===== src/rtl/c3lib_ckg_en_ctrl.sv =====
// Clock-enable controller: turns an activity request into a registered clk_en with idle hysteresis
// and a programmable wake delay before clk_rdy. All outputs are flops; no input-to-output comb path.
module c3lib_ckg_en_ctrl #(
    parameter int IDLE_W = 8,
    parameter int WAKE_W = 4,
    parameter int RST_ON = 1
) (
    input  logic              clk,
    input  logic              rst,
    input  logic              req,
    input  logic              force_on,
    input  logic [IDLE_W-1:0] cfg_idle_limit,
    input  logic [WAKE_W-1:0] cfg_wake_dly,
    output logic              clk_en,
    output logic              clk_rdy,
    output logic [1:0]        gate_state
);

    localparam int CNT_W = (IDLE_W > WAKE_W) ? IDLE_W : WAKE_W;

    localparam logic [1:0] ST_OFF  = 2'b00;
    localparam logic [1:0] ST_WAKE = 2'b01;
    localparam logic [1:0] ST_ON   = 2'b10;
    localparam logic [1:0] ST_IDLE = 2'b11;

    localparam logic [1:0] ST_RST = (RST_ON != 0) ? ST_ON : ST_OFF;

    logic             act;
    logic [1:0]       state;
    logic [1:0]       next_state;
    logic [CNT_W-1:0] cnt;
    logic [CNT_W-1:0] cnt_nxt;
    logic             cnt_zero;

    assign act      = req | force_on;
    assign cnt_zero = (cnt == '0);

    always_comb begin
        next_state = state;
        cnt_nxt    = cnt;
        case (state)
            ST_OFF: begin
                if (act) begin
                    next_state = ST_WAKE;
                    cnt_nxt    = CNT_W'(cfg_wake_dly);
                end
            end
            // Wake is never aborted: the consumer always sees a settled clock once started.
            ST_WAKE: begin
                if (cnt_zero) begin
                    next_state = ST_ON;
                end else begin
                    cnt_nxt = cnt - CNT_W'(1);
                end
            end
            ST_ON: begin
                if (!act) begin
                    next_state = ST_IDLE;
                    cnt_nxt    = CNT_W'(cfg_idle_limit);
                end
            end
            default: begin
                // Renewed activity beats expiry so the clock never drops on a late request.
                if (act) begin
                    next_state = ST_ON;
                    cnt_nxt    = '0;
                end else if (cnt_zero) begin
                    next_state = ST_OFF;
                end else begin
                    cnt_nxt = cnt - CNT_W'(1);
                end
            end
        endcase
    end

    always_ff @(posedge clk) begin
        if (rst) begin
            state   <= ST_RST;
            cnt     <= '0;
            clk_en  <= (ST_RST != ST_OFF);
            clk_rdy <= (ST_RST == ST_ON) || (ST_RST == ST_IDLE);
        end else begin
            state   <= next_state;
            cnt     <= cnt_nxt;
            clk_en  <= (next_state != ST_OFF);
            clk_rdy <= (next_state == ST_ON) || (next_state == ST_IDLE);
        end
    end

    assign gate_state = state;

    act_known: assert property (@(posedge clk) disable iff (rst) !$isunknown(act));

    rdy_after_en: assert property (@(posedge clk) disable iff (rst)
        $rose(clk_rdy) |-> $past(clk_en));

endmodule


===== config.mk =====
export PLATFORM = sky130hd
export DESIGN_NAME = c3lib_ckg_en_ctrl
export DESIGN_NICKNAME = d
export VERILOG_FILES = /design/src/rtl/c3lib_ckg_en_ctrl.sv
export SDC_FILE = /design/constraint.sdc
export NUM_CORES = 1
export LEC_CHECK = 0
export ABC_AREA = 0
export CAP_MARGIN = 40
export CORE_MARGIN = 4
export CORE_UTILIZATION = 24
export DETAILED_ROUTE_END_ITERATION = 8
export PLACE_DENSITY_LB_ADDON = 0.2
export SKIP_CTS_REPAIR_TIMING = 1
export SLEW_MARGIN = 15
export SYNTH_ARGS = -nofsm -noshare
export SYNTH_HDL_FRONTEND = slang
export SYNTH_SLANG_ARGS = --single-unit

===== constraint.sdc =====
create_clock -name clk -period 1.9 [get_ports clk]
set_input_delay 0.38 -clock clk [delete_from_list [all_inputs] [get_ports clk]]
set_output_delay 0.38 -clock clk [all_outputs]
set_load 0.02 [all_outputs]

# [Word-level counts from Yosys, hierarchy flattened]
# Index checks and enable logic that the tools add are counted.
[totals] reg_bits=12 input_bits=16
[classes] addsub=1 n_eq_ne=6 mux=11 bitwise_logic=1 n_reduce_logical=5
[ops] operator="two-way mux 8 bit" count=4
[ops] operator="case mux 8 bit (3 select lines)" count=1
[ops] operator="two-way mux 2 bit" count=5
[ops] operator="logical NOT 8 bit" count=1
[ops] operator="subtractor 8 x 1 -> 8 bit, second input constant" count=1
[ops] operator="equality test 2 bit, second input constant" count=3
[ops] operator="case mux 2 bit (3 select lines)" count=1
[ops] operator="!= test 2 bit, second input constant" count=2
[ops] operator="equality test 2 x 1 -> 1 bit, second input constant" count=1
[ops] operator="logical NOT 2 bit" count=1
[ops] operator="AND reduction 2 bit" count=1
[ops] operator="nonzero test 2 bit" count=1
[ops] operator="logical OR 1 bit" count=1
[ops] operator="bitwise OR 1 bit" count=1

# [Longest topological paths before layout]
[logic_depth] word_depth=6 mapped_depth=7 mapped_depth_nobuf=6

# [Worst setup path after synthesis]
# No wires, ideal clock.
[synth_timing] path_kind="reg2reg" start="register cnt[0]" end="register cnt[7]" setup_ns=0.117 arrival_time_ns=1.723 slack_ns=0.060 stages_incl_launch_ff=8 synth_period_minus_slack_ns=1.840 cell_sequence="dfxtp_1 inv_1 ha_1 or4b_4 buf_6 o211ai_4 o21ai_1 a32o_1"
[synth_between] elab_chain_len=4 word_cells_on_any_way=5
[synth_rtl] element="from (decl)" line_no="31" source="logic [CNT_W-1:0] cnt;"
[synth_rtl] element="from (signal assigned)" line_no="84" source="cnt <= cnt_nxt;"
[synth_rtl] element="subtractor 8 x 1 -> 8 bit / logical NOT 8 bit (equally long branches)" line_no="53, 70, 36"
[synth_rtl] element="two-way mux 8 bit (*)" line_no="50, 67"
[synth_rtl] element="two-way mux 8 bit" line_no="64" source="if (act) begin"
[synth_rtl] element="case mux 8 bit (3 select lines) (*)" line_no="41" source="case (state)"
# Every way passes the cells marked *; elsewhere a longest branch is shown, timed or not.
# A chain may end at the register's enable or synchronous reset.

# [Worst setup path in the final report]
[layout_timing] start="register cnt[0]" end="register cnt[4]"
# The elaborated chain is that of the path after synthesis.

==> results.yml <==
run_status:
  status: "finished clean"
flow_run:
  drv_cap: 0
cts:
  clockBufferDepth: 2
  clk_pin_slew_worst_paths_ns: 0.07
  cts_tree: "done"
  cts-root-buf: "clkbuf_4"
  clk_latency_ns: 0.26
  htree_levels: 1
  numClockSinks: 12
  cts_made_buffers: 3
final_layout:
  drive_gt1_share_pct: 21.4
  syn_to_final_growth_pct: 45.9
  nNetsFinal: 150
  antenna_cells: 0
  post-route-util_pct: 37.6
setup_path:
  critPathMaxFanout: 7
  regToRegStartpoint: "cnt[0]"
  worstSetupStartpointType: "flop"
  worstPathRequired_ns: 2.06
  reg2reg_depth: 6
  crit_start: "cnt[0]"
  critical_path_arrival_ns: 1.98
  critPathCaptureType: "flop"
  worstSetupPathType: "flop to flop"
logic_synthesis:
  synth_cell_types: 36
  synth_area_leaders: "dfxtp_1 30%, a32o_1 4.9%, nor4b_1 4.3%, nor2_1 4.2%, a21oi_1 3.7%"
  syn_inst: 97
  ys_seq_area_share_pct: 29.6
  synth_compound_area_share_pct: 35.4
  syn_avg_cell_area_um2: 8.37
  yosysWarnings: 0
  synth_area_um2: 812
  yosys.area.top_type: "dfxtp_1"
  synth_top_area_share_pct: 29.6
  synth_seq_cells: 12
  syn_nets: 114
  synthAdderAreaFrac_pct: 1.54
  synth_xor_area_share_pct: 0
  synth-simple-area-share_pct: 26.8
  synthMuxAreaShare_pct: 2.47
  synth_top_family_by_area: "compound AO/OA/AOI/OAI gates"
power:
  p_sw_mw: 0.238
  powerDensity_nw_per_um2: 604
  peakVddDrop_mv: 0.309
  p_int_mw: 0.477
  p_leak_nw: 0.440
  clock_power_share_pct: 21.3
  comb_power_share_pct: 38.1
  seqPwrFrac_pct: 40.6
  netSwitchingFraction_pct: 33.3
hold_path:
  hold_class: "flop to flop"
  whs_path_depth: 1
  hold_start: "cnt[7]"
grt:
  antenna_found_initial: 0
  grt_first_pass_wirelength_um: 3910
  grt.total_usage_pct: 11.4
  grt_pass1_vias: 878
  grt_max_degree: 20
  grt_overflow_total: 0
routing:
  wl_um: 2290
  first_iter_violations: 26
  viasPerCell: 5.21
  vias: 911
  ant_nets: 0
  routedWlPerCell_um: 13.1
  drt_pass1_iterations: 4
  drc_errors: 0
timing:
  finalSetupTns_ns: 0
  slew-limit-headroom_pct: 71.5
  fmax_ghz: 0.549
  post-route-period-util_pct: 95.9
  rsz0062_at_grt: "true"
  finClkSkew_ns: 0.00266
  hold_viol: 0
  worstMarginPinSlew_ns: 0.424
  slew_violations: 0
  finalSetupViolations: 0
  whs_ns: 0.557
  finalCriticalPeriod_ns: 1.82
placement:
  dp_hpwl_um: 1780
  io_buffer_count: 19
  place_congestion: 0.751
floorplan:
  fp.dieH_um: 66.2
  start_util_pct: 25.8
  pin_count: 20
  core_area_um2: 3150
  die_w_um: 66.2
  die-area_um2: 4380
  rows: 20
[cell families (layout without fill, tap and decap cells)]
family                     after synthesis  after routing
AOI/OAI and AO/OA                       38             38
adders and majority gates                1              1
buffers and inverters                    7             41
DFF                                     12             12
muxes                                    2              2
and+or+nand+nor                         37             37
[cell usage in the layout, fill, tap and decap left out, types with 2 or more instances in the layout]
master | Yosys | layout
nor3_1 | 4 | 4
clkbuf_4 | 0 | 3
buf_4 | 0 | 16
nand3_1 | 2 | 2
o21a_1 | 3 | 3
clkdlybuf4s50_1 | 0 | 19
a211oi_1 | 3 | 3
or3_1 | 2 | 2
o31ai_1 | 2 | 2
mux2i_1 | 2 | 2
o211ai_1 | 2 | 2
nand4_1 | 3 | 3
o21ai_0 | 3 | 3
nand2_1 | 5 | 5
nor4b_1 | 4 | 4
o21ai_1 | 4 | 3
o21ai_2 | 1 | 2
a21oi_1 | 6 | 6
nor2_1 | 9 | 8
inv_1 | 3 | 3
dfxtp_1 | 12 | 11
a21o_1 | 4 | 4
a32o_1 | 4 | 4
o221a_1 | 2 | 2
[synth_stat cells (all sizes together)]
master and n:
o31ai 2, buf 1, ha 1, nor3b 1
nor2 9, a32o 4, o211ai 3, nand2 5
o221a 2, or2 1, a31oi 1, nand3 2
or4b 1, a211oi 4, and3 1, nor4b 5
or3 2, nor2b 1, nor3 4, dfxtp 12
a21oi 6, nand4 3, and2 1, o21ai 8
inv 3, o21a 3, clkbuf 3, nand3b 1
o22ai 1, a21o 4, mux2i 2
[layout make-up]
| cell class | instances | area, um2 |
|---|---|---|
| clock buffer | 3 | 22.5 |
| timing repair buffer | 35 | 310 |
| fill | 355 | 1970 |
| sequential | 12 | 241 |
| multi-input combinational | 78 | 544 |
| tap | 44 | 55.1 |
| inverter | 3 | 11.3 |
[state kept, by name, summed over array words and instances, names as in the netlist]
name,flops
cnt,8
gate_state,2
clk_en,1
clk_rdy,1
[power by group through the flow]
stage | combinational (mW) | clock (mW) | sequential (mW)
after floorplan | 0.159 | 0 | 0.296
after global placement | 0.264 | 0 | 0.296
after detailed placement | 0.264 | 0 | 0.296
after CTS | 0.266 | 0.161 | 0.290
after global routing | 0.299 | 0.178 | 0.294
final | 0.272 | 0.153 | 0.290
[path summary, 6_finish.rpt]
kind	end	slack, ns
max	cnt[4]	0.08
min	cnt[7]	0.56
max reg2reg	cnt[4]	0.08
min reg2reg	cnt[7]	0.56
[per-stage QoR]
stage / cell area [um2] / instances / power, mW / worst slack, ns
floorplan: 812 / 97 / 0.454 / 0.0598
global placement: 1150 / 171 / 0.560 / -0.138
detailed placement: 1150 / 171 / 0.560 / -0.166
CTS: 1170 / 174 / 0.717 / 0.0434
global route: 1180 / 175 / 0.771 / -0.0272
finish: 1180 / 175 / 0.715 / 0.0788
[worst max-delay path, cell delays in order (launching register included)]
cell	delay [ns]
dfxtp_1	0.31
inv_1	0.05
ha_1	0.16
or4b_4	0.53
o211ai_4	0.29
o21ai_1	0.10
a32o_1	0.27
[layer usage]
| metal | vias up | routed length, um | GRT usage (%) |
|---|---|---|---|
| li1 | 450 | - | - |
| met1 | 430 | 1150 | 16.0 |
| met2 | 29 | 1000 | 17.6 |
| met3 | 2 | 126 | 2.38 |
| met4 | 0 | 7 | 3.05 |
| met5 | - | 0 | 0 |
(Power assumes the default switching activity.)
